[src/rtl/mux_arbiter_pkg.sv]
// Shared types for the 4-channel tri-state mux arbiter: channel indices,
// arbiter state encoding and a one-hot helper.
package mux_arbiter_pkg;

    localparam int CHANNELS = 4;

    typedef logic [1:0] channel_index_t;

    typedef enum logic [1:0] {
        ARB_IDLE,
        ARB_GRANT,
        ARB_TURNAROUND
    } arb_state_t;

    function automatic logic [CHANNELS-1:0] one_hot(input channel_index_t idx);
        return {{(CHANNELS-1){1'b0}}, 1'b1} << idx;
    endfunction

endpackage

[src/rtl/mux_4_arbiter_picker.sv]
// Combinational round-robin search: the first requester after last_owner,
// wrapping modulo 4, so last_owner itself is considered last.
module round_robin_picker
    import mux_arbiter_pkg::*;
(
    input  logic [CHANNELS-1:0] request,
    input  channel_index_t      last_owner,
    output logic                found,
    output channel_index_t      winner
);

    channel_index_t candidate;

    always_comb begin
        found     = 1'b0;
        winner    = last_owner;
        candidate = last_owner;
        for (int offset = 1; offset <= CHANNELS; offset++) begin
            candidate = last_owner + channel_index_t'(offset);
            if (!found && request[candidate]) begin
                found  = 1'b1;
                winner = candidate;
            end
        end
    end

endmodule

[src/rtl/mux_4_arbiter.sv]
// Round-robin bus-ownership controller for a 4-channel tri-state mux, with
// bounded tenures and high-Z turnaround cycles between owners.
module mux_4_arbiter
    import mux_arbiter_pkg::*;
#(
    parameter int MAX_BEATS         = 16,
    parameter int TURNAROUND_CYCLES = 1
) (
    input  logic                clk,
    input  logic                reset,
    input  logic [CHANNELS-1:0] request,
    input  logic                bus_ready,
    output logic [1:0]          control,
    output logic                n_out_enable,
    output logic [CHANNELS-1:0] grant,
    output logic                beat
);

    localparam int BEAT_W = $clog2(MAX_BEATS + 1);
    localparam logic [BEAT_W-1:0] LAST_BEAT = BEAT_W'(MAX_BEATS - 1);
    localparam logic [3:0]        LAST_TURN = 4'(TURNAROUND_CYCLES - 1);

    arb_state_t          state, state_next;
    channel_index_t      control_next;
    logic                n_out_enable_next;
    logic [CHANNELS-1:0] grant_next;
    channel_index_t      last_owner, last_owner_next;
    logic [BEAT_W-1:0]   beat_count, beat_count_next;
    logic [3:0]          turn_count, turn_count_next;

    logic                found;
    channel_index_t      winner;

    round_robin_picker u_picker (
        .request    (request),
        .last_owner (last_owner),
        .found      (found),
        .winner     (winner)
    );

    assign beat = ~n_out_enable & bus_ready;

    always_comb begin
        state_next        = state;
        control_next      = control;
        n_out_enable_next = n_out_enable;
        grant_next        = grant;
        last_owner_next   = last_owner;
        beat_count_next   = beat_count;
        turn_count_next   = turn_count;

        case (state)
            ARB_IDLE: begin
                if (found) begin
                    state_next        = ARB_GRANT;
                    control_next      = winner;
                    grant_next        = one_hot(winner);
                    n_out_enable_next = 1'b0;
                    beat_count_next   = '0;
                end
            end

            ARB_GRANT: begin
                if (beat) begin
                    beat_count_next = beat_count + BEAT_W'(1);
                end
                // A request drop is honoured only at the next edge, so the
                // owner sees one extra driven cycle after deasserting.
                if (!request[control] || (beat && beat_count == LAST_BEAT)) begin
                    state_next        = ARB_TURNAROUND;
                    n_out_enable_next = 1'b1;
                    grant_next        = '0;
                    last_owner_next   = control;
                    turn_count_next   = '0;
                end
            end

            ARB_TURNAROUND: begin
                if (turn_count == LAST_TURN) begin
                    if (found) begin
                        state_next        = ARB_GRANT;
                        control_next      = winner;
                        grant_next        = one_hot(winner);
                        n_out_enable_next = 1'b0;
                        beat_count_next   = '0;
                    end else begin
                        state_next = ARB_IDLE;
                    end
                end else begin
                    turn_count_next = turn_count + 4'd1;
                end
            end

            default: begin
                state_next        = ARB_IDLE;
                n_out_enable_next = 1'b1;
                grant_next        = '0;
            end
        endcase
    end

    // Reset drops the bus straight to high-Z and forgets the current tenure.
    always_ff @(posedge clk) begin
        if (reset) begin
            state        <= ARB_IDLE;
            control      <= 2'b00;
            n_out_enable <= 1'b1;
            grant        <= '0;
            last_owner   <= 2'd3;
            beat_count   <= '0;
            turn_count   <= '0;
        end else begin
            state        <= state_next;
            control      <= control_next;
            n_out_enable <= n_out_enable_next;
            grant        <= grant_next;
            last_owner   <= last_owner_next;
            beat_count   <= beat_count_next;
            turn_count   <= turn_count_next;
        end
    end

endmodule

[config.mk]
export PLATFORM = sky130hd
export DESIGN_NAME = mux_4_arbiter
export DESIGN_NICKNAME = d
export VERILOG_FILES = /design/src/rtl/mux_arbiter_pkg.sv /design/src/rtl/mux_4_arbiter_picker.sv /design/src/rtl/mux_4_arbiter.sv
export SDC_FILE = /design/constraint.sdc
export NUM_CORES = 1
export LEC_CHECK = 0
export ABC_AREA = 1
export CAP_MARGIN = 20
export CORE_UTILIZATION = 55
export DETAILED_ROUTE_END_ITERATION = 6
export PLACE_DENSITY_LB_ADDON = 0.15
export RECOVER_POWER = 25
export SYNTH_ARGS = -nofsm -noshare
export SYNTH_HDL_FRONTEND = slang
export SYNTH_SLANG_ARGS = --single-unit
[constraint.sdc]
create_clock -name clk -period 2.4 [get_ports clk]
set_clock_uncertainty 0.2 [all_clocks]
set_input_delay 0.72 -clock clk [delete_from_list [all_inputs] [get_ports clk]]
set_output_delay 0.72 -clock clk [all_outputs]
set_load 0.02 [all_outputs]
==> out/qor.yml <==
synth:
  synthFlopType: "dfxtp_1"
  syn-instance-count: 197
  synth_cell_types: 25
  ys_async_sr_fraction_pct: 0
  ys_ff_latch: 20
  yosys.cell_count.top_type: "nand2_1"
  synth.avg_cell_area_sq_um: 6.777
  syn_nets: 208
  synth-edff-count: 0
  yosys.area.top_type_share_pct: 29.99
  yosys.area.top_type: "dfxtp_1"
  ys_top_cells_by_area: "dfxtp_1 (30%), nand2_1 (17%), inv_1 (5.6%), nor2_1 (5.1%), nand2_4 (5.1%)"
  synth_common_cells: "nand2_1 (62), dfxtp_1 (20), inv_1 (20)"
  yosysWarnings: 0
  synth_area_sq_mm: 0.001335
  synth-seq-area-share_pct: 29.99
routing:
  ant_nets: 0
  drtIter0Drc: 45
  first_pass_iters: 5
  vias_per_cell: 5.291
  drc: 0
  routed_wl_um: 2979
  post_drt_wl_per_cell_um: 11.55
  num_vias: 1365
clocking:
  cts.sinks: 20
  cts-root-buf: "clkbuf_4"
  clkTransAtPathRegs_ns: 0.12
  htree_levels: 1
  cts_buffers: 3
  cts_hold_buf: 0
  cts.path.max_buffers: 2
  insertion_delay_ns: 0.30
  cts_tree: "yes"
min_path:
  hp-class: "flop to flop"
global_routing:
  grt_pass1_wl_um: 5071
  grt_max_degree: 12
  first_global_vias: 1275
  grt_overflow: 0
  grt_usage_pct: 25.78
  antenna_found_initial: 0
power_and_ir_drop:
  p_per_area_mw_per_mm2: 1180
  peakVddDrop_uv: 828.0
  p_leak_nw: 0.8017
setup_path:
  required_ns: 1.48
  rrSetupSlack_ns: 0.46
  cp_data_arrival_time_ns: 1.44
  worst_setup_path_end_kind: "output pin"
  setup.worst_path.start_class: "input pin"
  critPathKind: "input pin to output pin"
  critPathMaxFanout: 2
timing:
  period_share_pct: 98.32
  worst_pin_slew_ns: 0.3825
  slew_headroom_pct: 74.46
  finalHoldViolCount: 0
  timing.setup.tns_ns: 0
  whs_ns: 0.2858
  setup_viol: 0
  layout_min_cycle_time_ns: 2.360
  clock.fmax_mhz: 423.8
  rsz0062_at_grt: "false"
  maxSlewViolCount: 0
floorplan:
  num_rows: 17
  pin_count: 15
  chipHeight_um: 51.27
  core_area_sq_mm: 0.002255
  start_util_pct: 59.21
  die-width_um: 51.27
  die_area_sq_mm: 0.002628
flow_run:
  max_cap_violations: 0
layout:
  fin_nets: 242
  antennaDiodeCount: 0
  drive_gt1_share_pct: 23.48
  area_growth_pct: 24.37
place:
  numPortBuffers: 14
  hpwl_um: 2379
  routabilityCongestion: 0.8405
run_status:
  status: "finished clean"
[metrics by stage]
stage	area, sq um	util (%)	std cells	setup slack, ns	power [mW]
after CTS	1660	73.64	258	0.01309	1.967
after global placement	1627	72.14	254	-0.4098	1.719
after global routing	1660	73.64	258	0.01814	2.113
after detailed placement	1627	72.14	254	-0.4375	1.767
final	1660	73.64	258	0.04026	1.959
after floorplan	1335	-	197	0.5105	1.340
[state kept, by name, summed over array words and instances, names as in the netlist]
register / flops
last_owner: 2
grant: 4
state: 2
control: 2
n_out_enable: 1
beat_count: 5
turn_count: 4
[worst max-delay path: stages]
cell	delay (ns)
clkdlybuf4s50_1	0.46
nand2_1	0.08
inv_2	0.07
buf_6	0.11
[metal layers]
metal | global-route usage (%) | part of all wire (%)
met4 | 9.009 | 1.4
met5 | 0 | 0
met2 | 47.81 | 51
met3 | 5.060 | 4.1
met1 | 28.91 | 43
[power breakdown]
part	switching [mW]	total [mW]	leakage (nW)	internal, mW
logic	0.739	1.27	0.617	0.535
registers	0.0732	0.486	0.164	0.413
clock network	0.106	0.199	0.0210	0.0926
total	0.918	1.96	0.802	1.04
[kinds of logic after synthesis]
family                     count (synthesis)  share of synthesized area (%)
and+or+nand+nor                          115                          41.89
adders and majority gates                  4                          3.749
AOI/OAI and AO/OA                         27                          12.93
DFF                                       20                          29.99
xor gates and xnor gates                   2                          1.312
buffers and inverters                     29                          10.12
[what timing repair did]
action,4_1_cts,5_1_grt
gates resized for setup,5,3
buffers inserted,0,0
setup endpoints to repair,1,2
[layout make-up]
cell class | instances | area [sq um]
clock buffers | 4 | 36.28
fillers | 198 | 594.3
inverters | 25 | 96.34
multi-input cells | 148 | 799.5
flip-flops and latches | 20 | 400.4
well taps | 28 | 35.03
repair buffers | 33 | 292.8
[worst paths after layout]
path,cells past startpoint,from,endpoint
setup reg to reg,11,beat_count[0]$_SDFFE_PP0P_,turn_count[0]$_SDFFE_PP0P_
hold reg to reg,2,grant[1]$_SDFFE_PP0P_,grant[1]$_SDFFE_PP0P_
hold / removal,2,grant[1]$_SDFFE_PP0P_,grant[1]$_SDFFE_PP0P_
setup / recovery,4,bus_ready,beat
[cells in the final DEF, fill, tap and decap left out, types with 6 or more instances in the layout]
cell	count
nand2_1	62
dfxtp_1	20
inv_1	19
nor2_1	18
buf_4	16
nand3_1	13
clkdlybuf4s50_1	12
nand2_2	9
a21oi_1	7
nand2_4	6
(Power assumes the default switching activity.)
